--- src/rtl/cm_unpack_decode_pkg.sv ---
// -----------------------------------------------------------------------------
// cm_unpack_decode_pkg
// Shared Saber constants for the encryption pack and decryption unpack stages:
// modulus widths, the two rounding constants, polynomial size with the BRAM
// word counts that follow from it, and the unpack/decode FSM state type.
// No ports.
// -----------------------------------------------------------------------------
package cm_unpack_decode_pkg;

   localparam int EQ = 13;
   localparam int EP = 10;
   localparam int ET = 4;

   // h1 is used by the encryption pack stage, h2 by the decryption decode.
   localparam logic [9:0] SABER_H1 = 10'(1 << (EQ - EP - 1));
   localparam logic [9:0] SABER_H2 = 10'((1 << (EP - 2)) - (1 << (EP - ET - 1)) + (1 << (EQ - EP - 1)));

   localparam int SABER_N   = 256;
   localparam int V_WORDS   = SABER_N / 4;   // four 10-bit coeffs per 64-bit word
   localparam int CM_WORDS  = SABER_N / 16;  // sixteen 4-bit coeffs per word
   localparam int MSG_WORDS = SABER_N / 64;  // one bit per coefficient

   typedef enum logic [3:0] {
      S_IDLE,
      S_CM_REQ,
      S_CM_LOAD,
      S_V0,
      S_V1,
      S_V2,
      S_V3,
      S_V4,
      S_WR,
      S_DONE
   } state_e;

endpackage

--- src/rtl/cm_unpack_decode_if.sv ---
// -----------------------------------------------------------------------------
// cm_unpack_decode_if
// Control and shared-BRAM bus of the unpack/decode stage.
//   start          : run request pulse
//   read_base_sel  : 1 = cm region, 0 = v region
//   read_address   : word address in the selected region
//   read_data      : BRAM data, one cycle after read_address
//   write_address  : message word address 0..3
//   write_data     : packed message word
//   write_en       : one-cycle write strobe per word
//   done           : run finished
// master = decode stage, slave = BRAM/controller side.
// -----------------------------------------------------------------------------
interface cm_unpack_decode_if;
   logic        start;
   logic        read_base_sel;
   logic [8:0]  read_address;
   logic [63:0] read_data;
   logic [8:0]  write_address;
   logic [63:0] write_data;
   logic        write_en;
   logic        done;

   modport master (
      input  start, read_data,
      output read_base_sel, read_address, write_address, write_data, write_en, done
   );

   modport slave (
      output start, read_data,
      input  read_base_sel, read_address, write_address, write_data, write_en, done
   );
endinterface

--- src/rtl/cm_unpack_decode_lane.sv ---
// -----------------------------------------------------------------------------
// cm_unpack_decode_lane
// Combinational 4-lane message decoder. For each lane L:
//   d = v_L + H2 - (cm_L << 6)  (10-bit wrap-around),  m_L = d[9]
// Ports:
//   v_lanes_i  : {v3, v2, v1, v0}, 10 bits each
//   cm_bits_i  : {cm3, cm2, cm1, cm0}, 4 bits each
//   m_o        : {m3, m2, m1, m0}
// -----------------------------------------------------------------------------
module cm_unpack_decode_lane
   import cm_unpack_decode_pkg::*;
#(
   parameter logic [9:0] H2 = SABER_H2
) (
   input  logic [39:0] v_lanes_i,
   input  logic [15:0] cm_bits_i,
   output logic [3:0]  m_o
);

   logic [9:0] d;

   always_comb begin
      m_o = '0;
      d   = '0;
      for (int l = 0; l < 4; l++) begin
         d      = v_lanes_i[10*l +: 10] + H2 - {cm_bits_i[4*l +: 4], 6'd0};
         m_o[l] = d[9];
      end
   end

endmodule

--- src/rtl/cm_unpack_decode.sv ---
// -----------------------------------------------------------------------------
// cm_unpack_decode
// Reads packed 4-bit cm and 10-bit v polynomials from the shared BRAM, decodes
// one message bit per coefficient and writes the 256 bits back as four 64-bit
// words. One cm word covers four v words (a "group" of 7 cycles); every fourth
// group ends with a write cycle.
// Ports:
//   clk, rst : clock, synchronous active-high reset
//   bus      : cm_unpack_decode_if.master (start/done, BRAM read and write)
// -----------------------------------------------------------------------------
module cm_unpack_decode
   import cm_unpack_decode_pkg::*;
#(
   parameter logic [9:0] H2      = SABER_H2,
   parameter int         N_COEFF = SABER_N
) (
   input  logic                  clk,
   input  logic                  rst,
   cm_unpack_decode_if.master    bus
);

   localparam logic [6:0] V_LAST = 7'(N_COEFF / 4);

   state_e      state_q;
   logic [6:0]  v_addr_q;
   logic [8:0]  wr_addr_q;
   logic [8:0]  rd_addr_q;
   logic        rd_sel_q;
   logic        wr_en_q;
   logic        done_q;
   logic [63:0] cm_q, cm_d;
   logic [63:0] msg_q, msg_d;
   logic [3:0]  m_bits;

   cm_unpack_decode_lane #(.H2(H2)) u_lane (
      .v_lanes_i ({bus.read_data[57:48], bus.read_data[41:32],
                   bus.read_data[25:16], bus.read_data[9:0]}),
      .cm_bits_i (cm_q[15:0]),
      .m_o       (m_bits)
   );

   // Next values of the buffers when a v word is consumed.
   assign cm_d  = {16'd0, cm_q[63:16]};
   assign msg_d = {m_bits, msg_q[63:4]};

   assign bus.read_base_sel = rd_sel_q;
   assign bus.read_address  = rd_addr_q;
   assign bus.write_address = wr_addr_q;
   assign bus.write_data    = msg_q;
   assign bus.write_en      = wr_en_q;
   assign bus.done          = done_q;

   // Outputs are registered for the state being entered, so read_address is
   // on the bus during the issuing state and the data arrives in the next one.
   always_ff @(posedge clk) begin
      if (rst) begin
         state_q   <= S_IDLE;
         v_addr_q  <= '0;
         wr_addr_q <= '0;
         rd_addr_q <= '0;
         rd_sel_q  <= 1'b0;
         wr_en_q   <= 1'b0;
         done_q    <= 1'b0;
         cm_q      <= '0;
         msg_q     <= '0;
      end else begin
         rd_sel_q <= 1'b0;
         wr_en_q  <= 1'b0;
         case (state_q)
            S_IDLE, S_DONE: begin
               done_q <= (state_q == S_DONE);
               if (bus.start) begin
                  state_q   <= S_CM_REQ;
                  v_addr_q  <= '0;
                  wr_addr_q <= '0;
                  cm_q      <= '0;
                  msg_q     <= '0;
                  rd_sel_q  <= 1'b1;
                  rd_addr_q <= '0;
                  done_q    <= 1'b0;
               end
            end
            S_CM_REQ: state_q <= S_CM_LOAD;
            S_CM_LOAD: begin
               cm_q      <= bus.read_data;
               rd_addr_q <= {2'b00, v_addr_q};
               v_addr_q  <= v_addr_q + 7'd1;
               state_q   <= S_V0;
            end
            S_V0: begin
               rd_addr_q <= {2'b00, v_addr_q};
               v_addr_q  <= v_addr_q + 7'd1;
               state_q   <= S_V1;
            end
            S_V1, S_V2: begin
               rd_addr_q <= {2'b00, v_addr_q};
               v_addr_q  <= v_addr_q + 7'd1;
               msg_q     <= msg_d;
               cm_q      <= cm_d;
               state_q   <= (state_q == S_V1) ? S_V2 : S_V3;
            end
            S_V3: begin
               msg_q   <= msg_d;
               cm_q    <= cm_d;
               state_q <= S_V4;
            end
            S_V4: begin
               msg_q <= msg_d;
               cm_q  <= cm_d;
               // Sixteen v words fill one message word.
               if (v_addr_q[3:0] == 4'd0) begin
                  state_q <= S_WR;
                  wr_en_q <= 1'b1;
               end else begin
                  state_q   <= S_CM_REQ;
                  rd_sel_q  <= 1'b1;
                  rd_addr_q <= {5'd0, v_addr_q[5:2]};
               end
            end
            S_WR: begin
               wr_addr_q <= wr_addr_q + 9'd1;
               if (v_addr_q == V_LAST) begin
                  state_q <= S_DONE;
               end else begin
                  state_q   <= S_CM_REQ;
                  rd_sel_q  <= 1'b1;
                  rd_addr_q <= {5'd0, v_addr_q[5:2]};
               end
            end
            default: state_q <= S_IDLE;
         endcase
      end
   end

endmodule

--- src/flat_wrapper.sv ---
// flat-port wrapper written by rule: the top's interface ports become plain ports
module cm_unpack_decode_flat import cm_unpack_decode_pkg::*;
#(
   parameter logic [9:0] H2      = SABER_H2,
   parameter int         N_COEFF = SABER_N
)
  (clk, rst, bus_start, bus_read_data, bus_read_base_sel, bus_read_address, bus_write_address, bus_write_data, bus_write_en, bus_done);
  cm_unpack_decode_if bus_i ();
  input  logic clk;
  input  logic rst;
  input wire logic [$bits(bus_i.start)-1:0] bus_start;
  input wire logic [$bits(bus_i.read_data)-1:0] bus_read_data;
  output wire logic [$bits(bus_i.read_base_sel)-1:0] bus_read_base_sel;
  output wire logic [$bits(bus_i.read_address)-1:0] bus_read_address;
  output wire logic [$bits(bus_i.write_address)-1:0] bus_write_address;
  output wire logic [$bits(bus_i.write_data)-1:0] bus_write_data;
  output wire logic [$bits(bus_i.write_en)-1:0] bus_write_en;
  output wire logic [$bits(bus_i.done)-1:0] bus_done;
  assign bus_i.start = bus_start;
  assign bus_i.read_data = bus_read_data;
  assign bus_read_base_sel = bus_i.read_base_sel;
  assign bus_read_address = bus_i.read_address;
  assign bus_write_address = bus_i.write_address;
  assign bus_write_data = bus_i.write_data;
  assign bus_write_en = bus_i.write_en;
  assign bus_done = bus_i.done;
  cm_unpack_decode #(.H2(H2), .N_COEFF(N_COEFF)) u_core (.clk(clk), .rst(rst), .bus(bus_i));
endmodule
--- config.mk ---
export PLATFORM = sky130hd
export DESIGN_NAME = cm_unpack_decode_flat
export DESIGN_NICKNAME = d
export VERILOG_FILES = /design/src/rtl/cm_unpack_decode_pkg.sv /design/src/rtl/cm_unpack_decode_if.sv /design/src/rtl/cm_unpack_decode_lane.sv /design/src/rtl/cm_unpack_decode.sv /design/src/flat_wrapper.sv
export SDC_FILE = /design/constraint.sdc
export NUM_CORES = 1
export LEC_CHECK = 0
export CAP_MARGIN = 30
export CORE_AREA = 2 2 125 127
export CTS_CLUSTER_DIAMETER = 120
export CTS_CLUSTER_SIZE = 24
export DETAILED_ROUTE_END_ITERATION = 16
export DIE_AREA = 0 0 127 129
export GPL_TIMING_DRIVEN = 0
export MAX_ROUTING_LAYER = met4
export PLACE_DENSITY = 0.72
export REMOVE_ABC_BUFFERS = 1
export SYNTH_ARGS = -nofsm -noshare
export SYNTH_HDL_FRONTEND = slang
export SYNTH_HIERARCHICAL = 1
export SYNTH_SLANG_ARGS = --single-unit
--- constraint.sdc ---
create_clock -name clk -period 3 [get_ports clk]
set_input_delay 0.45 -clock clk [delete_from_list [all_inputs] [get_ports clk]]
set_output_delay 0.45 -clock clk [all_outputs]
set_load 0.01 [all_outputs]
# Word-level counts from Yosys, hierarchy flattened

Index checks and enable logic that the tools add are counted.

Register bits after elaboration: 160
Input port bits: 67
Output and inout bits: 85
Word-level logic and storage cells: 71

Add/sub/neg operators: 10
Equal/unequal tests: 13
Mux-type cells: 21
Bitwise gates (word level): 1
Reductions and logical operators: 17

Operators by type and width:

| operator              | number |
|---|---|
| $pmux 64 s3           | 1 |
| $pmux 64 s2           | 1 |
| $mux 64               | 1 |
| $add 10x8->10 const B | 4 |
| $sub 10x10->10        | 4 |
| $pmux 9 s4            | 1 |
| $pmux 4 s8            | 1 |
| $mux 9                | 3 |
| $pmux 9 s2            | 1 |
| $eq 4x3->1 const B    | 4 |
| $pmux 7 s2            | 1 |
| $mux 4                | 3 |
| $add 9x1->9 const B   | 1 |
| $eq 4x2->1 const B    | 2 |
| $eq 4x4->1 const B    | 2 |
| $logic_not 4->1       | 2 |
| $reduce_and 2->1      | 4 |
| $reduce_or 4->1       | 2 |
| $add 7x1->7 const B   | 1 |
| $eq 7x7->1 const B    | 1 |
| $mux 7                | 1 |
| $ne 2x2->1 const B    | 3 |
| $reduce_bool 2->1     | 3 |
| $reduce_or 2->1       | 3 |
| other kinds (8)       | 12 |

# Longest topological paths before layout

Gate-level depths: netlist of the first run.

Word-level depth: 4
Mapped depth: 10
Gate-level depth less buffers: 10

# Modules after synthesis

The synthesis of the first run kept the hierarchy.

By module, submodules not included:

| module                | instances | cells an instance | area each (um^2) | sequential area each (um^2) |
|---|---|---|---|---|
| cm_unpack_decode      | 1         | 690               | 6025.8           | 3163.0 |
| cm_unpack_decode_lane | 1         | 84                | 660.6            | 0.0 |

# Worst setup path before layout of the first run

Ideal clock, no wire load.

Path kind: input to register
From: in bus_read_data[55]
To: reg u_core.msg_q[63], in the netlist u_core/bus.write_data[63]
Data arrival time: 1725 ps
Setup slack: 1204 ps
Stages: 9
Path buffers: 0
Cells stage by stage: inv_1 -> ha_1 -> inv_1 -> ha_1 -> a21o_1 -> a211oi_2 -> xnor2_1 -> nand2_1 -> a21oi_1

Longest elaborated chain between the ends: 3

RTL lines:

| what                 | RTL line                    | source |
|---|---|---|
| from (decl)          | flat_wrapper.sv:12          | `input wire logic [$bits(bus_i.read_data)-1:0] bus_read_data;` |
| $add 10x8->10        | cm_unpack_decode_lane.sv:26 | `d = v_lanes_i[10*l +: 10] + H2 - {cm_bits_i[4*l +: 4], 6'd0};` |
| $sub 10x10->10       | cm_unpack_decode_lane.sv:26 |  |
| via u_core.m_bits[3] | cm_unpack_decode.sv:33      | `logic [3:0] m_bits;` |
| $pmux 64 s2          | cm_unpack_decode.sv:69      | `case (state_q)` |
| to (signal assigned) | cm_unpack_decode.sv:98      | `msg_q <= msg_d;` |
| to (signal assigned) | cm_unpack_decode.sv:103     | `msg_q <= msg_d;` |
| to (signal assigned) | cm_unpack_decode.sv:108     | `msg_q <= msg_d;` |
| to (decl)            | cm_unpack_decode.sv:32      | `logic [63:0] msg_q, msg_d;` |

The timed path passes the listed nets, and every way through them passes these cells.
A chain may end at the register's enable or synchronous reset.

# Worst setup path in the final report of the first run

From: reg u_core.state_q[3]
To: reg u_core.rd_addr_q[2], in the netlist u_core/bus.read_address[2]

Longest elaborated chain between the ends: 4

RTL lines:

| what                                                                | RTL line                | source |
|---|---|---|
| from (decl)                                                         | cm_unpack_decode.sv:24  | `state_e state_q;` |
| from (signal assigned)                                              | cm_unpack_decode.sv:100 | `state_q <= (state_q == S_V1) ? S_V2 : S_V3;` |
| $eq 4x2->1 (tied with other cells)                                  | cm_unpack_decode.sv:69  |  |
| $reduce_or 4->1 (no line) / $reduce_or 2->1 (equally long branches) | n/a                     |  |
| $reduce_bool 4->1 (no line) / $ne 2x2->1 (equally long branches)    | n/a                     |  |
| $reduce_and 4->1 (no line)                                          | n/a                     |  |
| to (signal assigned)                                                | cm_unpack_decode.sv:86  | `rd_addr_q <= {2'b00, v_addr_q};` |
| to (signal assigned)                                                | cm_unpack_decode.sv:91  | `rd_addr_q <= {2'b00, v_addr_q};` |
| to (signal assigned)                                                | cm_unpack_decode.sv:96  | `rd_addr_q <= {2'b00, v_addr_q};` |
| to (decl)                                                           | cm_unpack_decode.sv:27  | `logic [8:0] rd_addr_q;` |

Parallel ways exist; a longest one is shown, timed or not.

==> impl_metrics.env, run 1 <==
export IMPL_peakVddDrop_mv=0.3792
export IMPL_maxCapViolations=0
export IMPL_clk_latency_ns=0.42
export IMPL_path_clk_slew_ns=0.06
export IMPL_port_buffers=149
export IMPL_initial_core_util=0.4464
export IMPL_avgSynthCellArea_um2=8.639
export IMPL_layout_cells_non_filler=1088
export IMPL_hold_path_depth=2
export IMPL_drt_iter0_drc=559
export IMPL_rows=45
export IMPL_wl_per_cell_um=14.95
export IMPL_yosys_warnings=6
export IMPL_num_antenna_cells=0
export IMPL_synth_simple_area_share=0.1901
export IMPL_clkSinkCount=158
export IMPL_cp_end_kind="flop"
export IMPL_vias_per_cell=5.469
export IMPL_p_clk_frac=0.399
export IMPL_drive_gt1_frac=0.06222
export IMPL_die_h_um=129
export IMPL_antenna_found_initial=0
export IMPL_cts_root_buffer="clkbuf_16"
export IMPL_cts_hold_buf=0
export IMPL_synth_xor_area_share=0.03144
export IMPL_p_leak_uw=0.003146
export IMPL_postRouteAntennaNets=0
export IMPL_crit_type="flop to flop"
export IMPL_grt_pass1_wl_mm=27.02
export IMPL_layout_common_cells="158 x dfxtp_1, 148 x clkdlybuf4s50_1, 93 x nor2_1"
export IMPL_muxShareOfSynthArea=0
export IMPL_dp_hpwl_mm=10.96
export IMPL_synth_adder_area_share=0.05052
export IMPL_cts_tree="yes"
export IMPL_drc=0
export IMPL_syn2layout_area_growth_pct=32.97
export IMPL_ctsResizeCount=0
export IMPL_slew_headroom=0.4707
export IMPL_first_global_vias=5439
export IMPL_startpoint_type="flop"
export IMPL_nFillCells=1378
export IMPL_critical_path_arrival_ns=2.75
export IMPL_status="complete, no violations"
export IMPL_utilization=0.5937
export IMPL_r2r_end="u_core/bus.read_address[2]$_SDFFE_PP0P_"
export IMPL_synth_edff_count=0
export IMPL_hold_end="u_core/cm_q[42]$_SDFFE_PP0P_"
export IMPL_yosysSeqAreaShare=0.4731
export IMPL_min_from="rst"
export IMPL_clock_skew_ns=0.009097
export IMPL_cts_setup_buffers=0
export IMPL_synth_top_family_by_area="compound AO/OA/AOI/OAI gates"
export IMPL_grt_max_degree=96
export IMPL_switching_power_uw=1278
export IMPL_fin_crit_sh=0.8008
export IMPL_swShare=0.2639
export IMPL_rsz0062_at_grt="false"
export IMPL_seqPwrFrac=0.458
export IMPL_syn_inst=774
export IMPL_synth_compound_area_frac=0.1950
export IMPL_finalHoldViolations=0
export IMPL_grt_ovfl_total=0
export IMPL_mostFrequentLayoutCell="dfxtp_1"
export IMPL_totalPowerFinal_uw=4843
export IMPL_synth_cell_type_count=43
export IMPL_coreArea_mm2=0.01498
export IMPL_nets=981
export IMPL_cts_made_buffers=17
export IMPL_ys_ff_latch=158
export IMPL_maxSlewViolCount=0
export IMPL_dp_slack_ns=0.4679
export IMPL_wirelength_mm=16.26
export IMPL_crit_fanout=45
export IMPL_dieArea_mm2=0.01638
export IMPL_yosys_most_used_dff="dfxtp_1"
export IMPL_fin_crit_ns=2.403
export IMPL_hold_class="input port to flop"
export IMPL_rr_startpoint="u_core/state_q[3]$_SDFFE_PP0P_"
export IMPL_fin_ws_ns=0.5975
export IMPL_dpl_cell_count=1056
export IMPL_via_count=5950
export IMPL_cts_buffer_depth=2
export IMPL_syn_cell_area_mm2=0.006686
export IMPL_max_freq_mhz=416.2
export IMPL_power_frac_comb=0.144
export IMPL_worst_pin_slew_ns=0.7911
export IMPL_track_usage=0.2072
export IMPL_ios=152
export IMPL_intPower_uw=3565
export IMPL_setup_violations_final=0
export IMPL_powerDensity_mw_per_mm2=544.7
export IMPL_ff2ff_path_depth=5
export IMPL_drt_pass1_iter_count=5
export IMPL_gp_congestion=0.7809
export IMPL_regToRegSetupSlack_ns=0.60
export IMPL_cp_required_ns=3.35
export IMPL_htree_levels=4
export IMPL_die_w_um=127
export IMPL_synth_async_reset_ratio=0
==> routing by layer <==
metal,up-vias,track usage,part of all wire
met2,176,0.3074,0.45
met1,2771,0.2799,0.48
met4,0,0.06399,0.010
met5,-,-,0
li1,2987,-,-
met3,16,0.05073,0.064
==> worst max path at each step <==
stage / depth (start not counted) / end / from / slack [ns]
detailed placement: 10 / u_core/bus.write_data[63]$_SDFFE_PP0P_ / bus_read_data[55] / 0.47
floorplan: 3 / u_core/cm_q[10]$_SDFFE_PP0P_ / u_core/state_q[1]$_SDFFE_PP0P_ / -2.96
global route: 5 / u_core/bus.read_address[3]$_SDFFE_PP0P_ / u_core/state_q[3]$_SDFFE_PP0P_ / 0.39
CTS: 5 / u_core/bus.read_address[2]$_SDFFE_PP0P_ / u_core/state_q[3]$_SDFFE_PP0P_ / 0.62
global placement: 3 / u_core/cm_q[19]$_SDFFE_PP0P_ / u_core/state_q[1]$_SDFFE_PP0P_ / -6.20
finish: 5 / u_core/bus.read_address[2]$_SDFFE_PP0P_ / u_core/state_q[3]$_SDFFE_PP0P_ / 0.60
==> cell usage after synthesis, drive strengths merged, types with 2 or more instances <==
master	count	area (um^2)
and3	6	37.54
nor2b	2	12.51
o21ai	16	80.08
xnor2	14	122.6
a21o	4	30.03
nand4	7	43.79
a222oi	48	480.5
nor3	4	20.02
inv	28	105.1
a21oi	87	435.4
buf	24	122.6
a211oi	6	65.06
o2111ai	2	17.52
and4	2	17.52
dfxtp	158	3163
or3	2	12.51
clkbuf	45	168.9
xor2	10	87.58
nand3	68	340.3
a22oi	21	157.7
nand2b	8	50.05
nor2	93	349.1
nand3b	2	15.01
nor3b	2	20.02
nand2	77	296.5
ha	27	337.8
==> stage by stage <==
stage | area, um^2 | setup TNS, ns | hold slack [ns]
2_1_floorplan | 6399 | -184.25 | 0.4508
3_3_place_gp | 8125 | -587.22 | 0.4534
3_5_place_dp | 8361 | 0 | 0.4580
4_1_cts | 8891 | 0 | 0.4043
5_1_grt | 8891 | 0 | 0.4338
6_report | 8891 | 0 | 0.4162
==> flip-flops by register name (all words and copies together) (netlist names) <==
register and cells:
u_core/bus.read_address 7, u_core/bus.read_base_sel 1, u_core/state_q 4, u_core/bus.done 1, u_core/bus.write_en 1, u_core/bus.write_data 64
u_core/v_addr_q 7, u_core/cm_q 64, u_core/bus.write_address 9
==> worst max-delay path, stage by stage (launching register included) <==
cell	delay, ns
dfxtp_1	0.77
and2b_4	0.44
nand4_1	0.22
nand4bb_1	0.31
or3_1	0.45
a21oi_1	0.14
==> logic make-up after synthesis <==
| family | after synthesis |
|---|---|
| compound gates | 188 |
| xor+xnor | 24 |
| fa+ha+maj | 27 |
| buf+inv | 97 |
| flops | 158 |
| other cells | 1 |
| simple gates | 279 |
==> cell type report <==
type                    count  area [um^2]  area share
well taps                 188        235.2     0.02646
repair buffers            162         1699      0.1911
inverters                  28        105.1     0.01182
flip-flops and latches    158         3163      0.3558
multi-input cells         520         3158      0.3552
clock inverters            10        66.31    0.007458
clock buffers              22        464.2     0.05221
==> power groups by stage <==
stage	Sequential [uW]	Combinational, uW	Clock, uW
2_1_floorplan	2250	378	0
3_3_place_gp	2260	630	0
4_1_cts	2220	698	1980
3_5_place_dp	2260	695	0
5_1_grt	2230	774	2060
6_report	2220	696	1930
Power figures use the tool's default switching activity.
==> run 2, diff against run 1 <==
--- a/config.mk
+++ b/config.mk
@@ -13,7 +13,7 @@
 export DIE_AREA = 0 0 127 129
 export GPL_TIMING_DRIVEN = 0
 export MAX_ROUTING_LAYER = met4
-export PLACE_DENSITY = 0.72
+export PLACE_DENSITY = 0.75
 export REMOVE_ABC_BUFFERS = 1
 export SYNTH_ARGS = -nofsm -noshare
 export SYNTH_HDL_FRONTEND = slang
==> constraint.sdc (replaced) <==
create_clock -name clk -period 2 [get_ports clk]
set_input_delay 0.3 -clock clk [delete_from_list [all_inputs] [get_ports clk]]
set_output_delay 0.3 -clock clk [all_outputs]
set_load 0.01 [all_outputs]
==> run 2 against run 1 <==
Compared with the run above: sequential power up 50%; sequential share of layout area fell by 0.56 points; first-iteration DRC count grew 21%; maximum frequency grew 26%; wire length is 3.0% higher; cell area up 2.1%; sequential cell count is the same.
==> impl_metrics.env, run 2 (synthesized netlist as in run 1, its figures left out) <==
export IMPL_utilization=0.6063
export IMPL_setup_violations_final=0
export IMPL_drive_gt1_frac=0.07982
export IMPL_dp_hpwl_mm=10.88
export IMPL_grt_max_degree=119
export IMPL_cp_required_ns=2.29
export IMPL_ff2ff_path_depth=7
export IMPL_cts_tree="yes"
export IMPL_postRouteAntennaNets=0
export IMPL_dieArea_mm2=0.01638
export IMPL_gp_congestion=0.8176
export IMPL_nets=983
export IMPL_ios=152
export IMPL_status="complete, no violations"
export IMPL_cts_buffer_depth=2
export IMPL_finalHoldViolations=0
export IMPL_startpoint_type="flop"
export IMPL_placed_area_mm2=0.008349
export IMPL_p_leak_uw=0.003225
export IMPL_wirelength_mm=16.75
export IMPL_cts_root_buffer="clkbuf_16"
export IMPL_initial_core_util=0.4464
export IMPL_cts_hold_buf=0
export IMPL_mostFrequentLayoutCell="dfxtp_1"
export IMPL_wl_per_cell_um=15.37
export IMPL_final_area_mm2=0.009080
export IMPL_critical_path_arrival_ns=2.21
export IMPL_cp_endpoint="u_core/cm_q[21]$_SDFFE_PP0P_"
export IMPL_clk_latency_ns=0.42
export IMPL_grt_pass1_wl_mm=27.00
export IMPL_slew_headroom=0.3462
export IMPL_powerDensity_mw_per_mm2=851.5
export IMPL_antenna_found_initial=0
export IMPL_max_freq_mhz=523.0
export IMPL_peakVddDrop_mv=0.5749
export IMPL_fin_crit_ns=1.912
export IMPL_port_buffers=149
export IMPL_track_usage=0.2083
export IMPL_clock_skew_ns=0.009374
export IMPL_cp_end_kind="flop"
export IMPL_rr_startpoint="u_core/state_q[0]$_SDFFE_PP0P_"
export IMPL_num_antenna_cells=0
export IMPL_crit_fanout=33
export IMPL_coreArea_mm2=0.01498
export IMPL_rsz0062_at_grt="false"
export IMPL_cts_made_buffers=17
export IMPL_htree_levels=4
export IMPL_layout_common_cells="153 x dfxtp_1, 146 x clkdlybuf4s50_1, 90 x nor2_1"
export IMPL_maxSlewViolCount=0
export IMPL_totalPowerFinal_uw=7731
export IMPL_drt_iter0_drc=677
export IMPL_first_global_vias=5523
export IMPL_via_count=6036
export IMPL_syn2layout_area_growth_pct=35.80
export IMPL_critPathLaunch="u_core/state_q[0]$_SDFFE_PP0P_"
export IMPL_dp_slack_ns=-0.4110
export IMPL_crit_type="flop to flop"
export IMPL_drt_pass1_iter_count=8
export IMPL_hold_class="input port to flop"
export IMPL_fin_crit_sh=0.9561
export IMPL_rows=45
export IMPL_regToRegSetupSlack_ns=0.09
export IMPL_fin_ws_ns=0.08779
export IMPL_clkSinkCount=158
export IMPL_r2r_end="u_core/cm_q[21]$_SDFFE_PP0P_"
export IMPL_maxCapViolations=0
export IMPL_die_h_um=129
export IMPL_drc=0
export IMPL_die_w_um=127
export IMPL_grt_ovfl_total=0
export IMPL_worst_pin_slew_ns=0.9807
export IMPL_hold_ws_ns=0.1642
export IMPL_vias_per_cell=5.538
export IMPL_path_clk_slew_ns=0.06
run 2: cell types whose count changed in the layout (fill, tap and decap cells not counted), moves of 3 or more:
cell       previous run  this run
nor2_1               93        90
bufinv_16             0         3
dfxtp_1             158       153
a21oi_2               0         3
clkinv_2              5         2
dfxtp_4               0         4
a21oi_1              87        84
run 2: per-layer routing:
| layer | up-vias | wire length [um] | global-route usage |
|---|---|---|---|
| met5 | - | 0 | - |
| met4 | 0 | 281 | 0.07111 |
| met3 | 22 | 1106 | 0.05613 |
| met2 | 181 | 7576 | 0.3201 |
| met1 | 2835 | 7784 | 0.2666 |
| li1 | 2998 | - | - |
run 2: through the flow:
| stage | setup TNS, ns | instances |
|---|---|---|
| finish | 0 | 1090 |
| global route | 0 | 1090 |
| CTS | 0 | 1089 |
| detailed placement | -27.04 | 1055 |
| global placement | -729.34 | 1043 |
| floorplan | -307.39 | 706 |
run 2: final cells by class:
cell class	count	area (um^2)
fillers	1330	5897
multi-input cells	521	3242
clock buffers	23	478.0
repair buffers	163	1708
flip-flops and latches	158	3179
inverters	28	105.1
clock inverters	9	132.6
well taps	188	235.2
run 2: worst min-delay path by stage:
stage                                                          to  slack (ns)  cells past startpoint                                  start
after detailed placement    u_core/bus.write_data[0]$_SDFFE_PP0P_        0.46                      2  u_core/bus.write_data[0]$_SDFFE_PP0P_
after floorplan           u_core/bus.read_address[0]$_SDFFE_PP0P_        0.37                      1                                    rst
after global routing                 u_core/cm_q[55]$_SDFFE_PP0P_        0.19                      3                      bus_read_data[55]
final                                u_core/cm_q[55]$_SDFFE_PP0P_        0.16                      3                      bus_read_data[55]
after global placement      u_core/bus.write_data[0]$_SDFFE_PP0P_        0.45                      2  u_core/bus.write_data[0]$_SDFFE_PP0P_
after CTS                            u_core/cm_q[30]$_SDFFE_PP0P_        0.19                      2                                    rst
run 2: worst max-delay path, cell delays in order, from the launching register on:
cell and delay (ns):
dfxtp_4 0.41, o21bai_1 0.19, a21oi_2 0.19, a41oi_4 0.09, buf_16 0.23, buf_12 0.18
a222oi_1 0.39, nor2_1 0.08
run 2: report_power, final:
group,internal (uW),switching [uW]
combinational,473,605
clock,2070,1260
sequential,3250,86.2
run 2: what timing repair did:
| action | in CTS | in global routing |
|---|---|---|
| setup endpoints to repair | 93 | 85 |
| pin swaps | 0 | 3 |
| gates cloned | 1 | 0 |
| resized for setup | 10 | 15 |
| setup buffers | 1 | 1 |
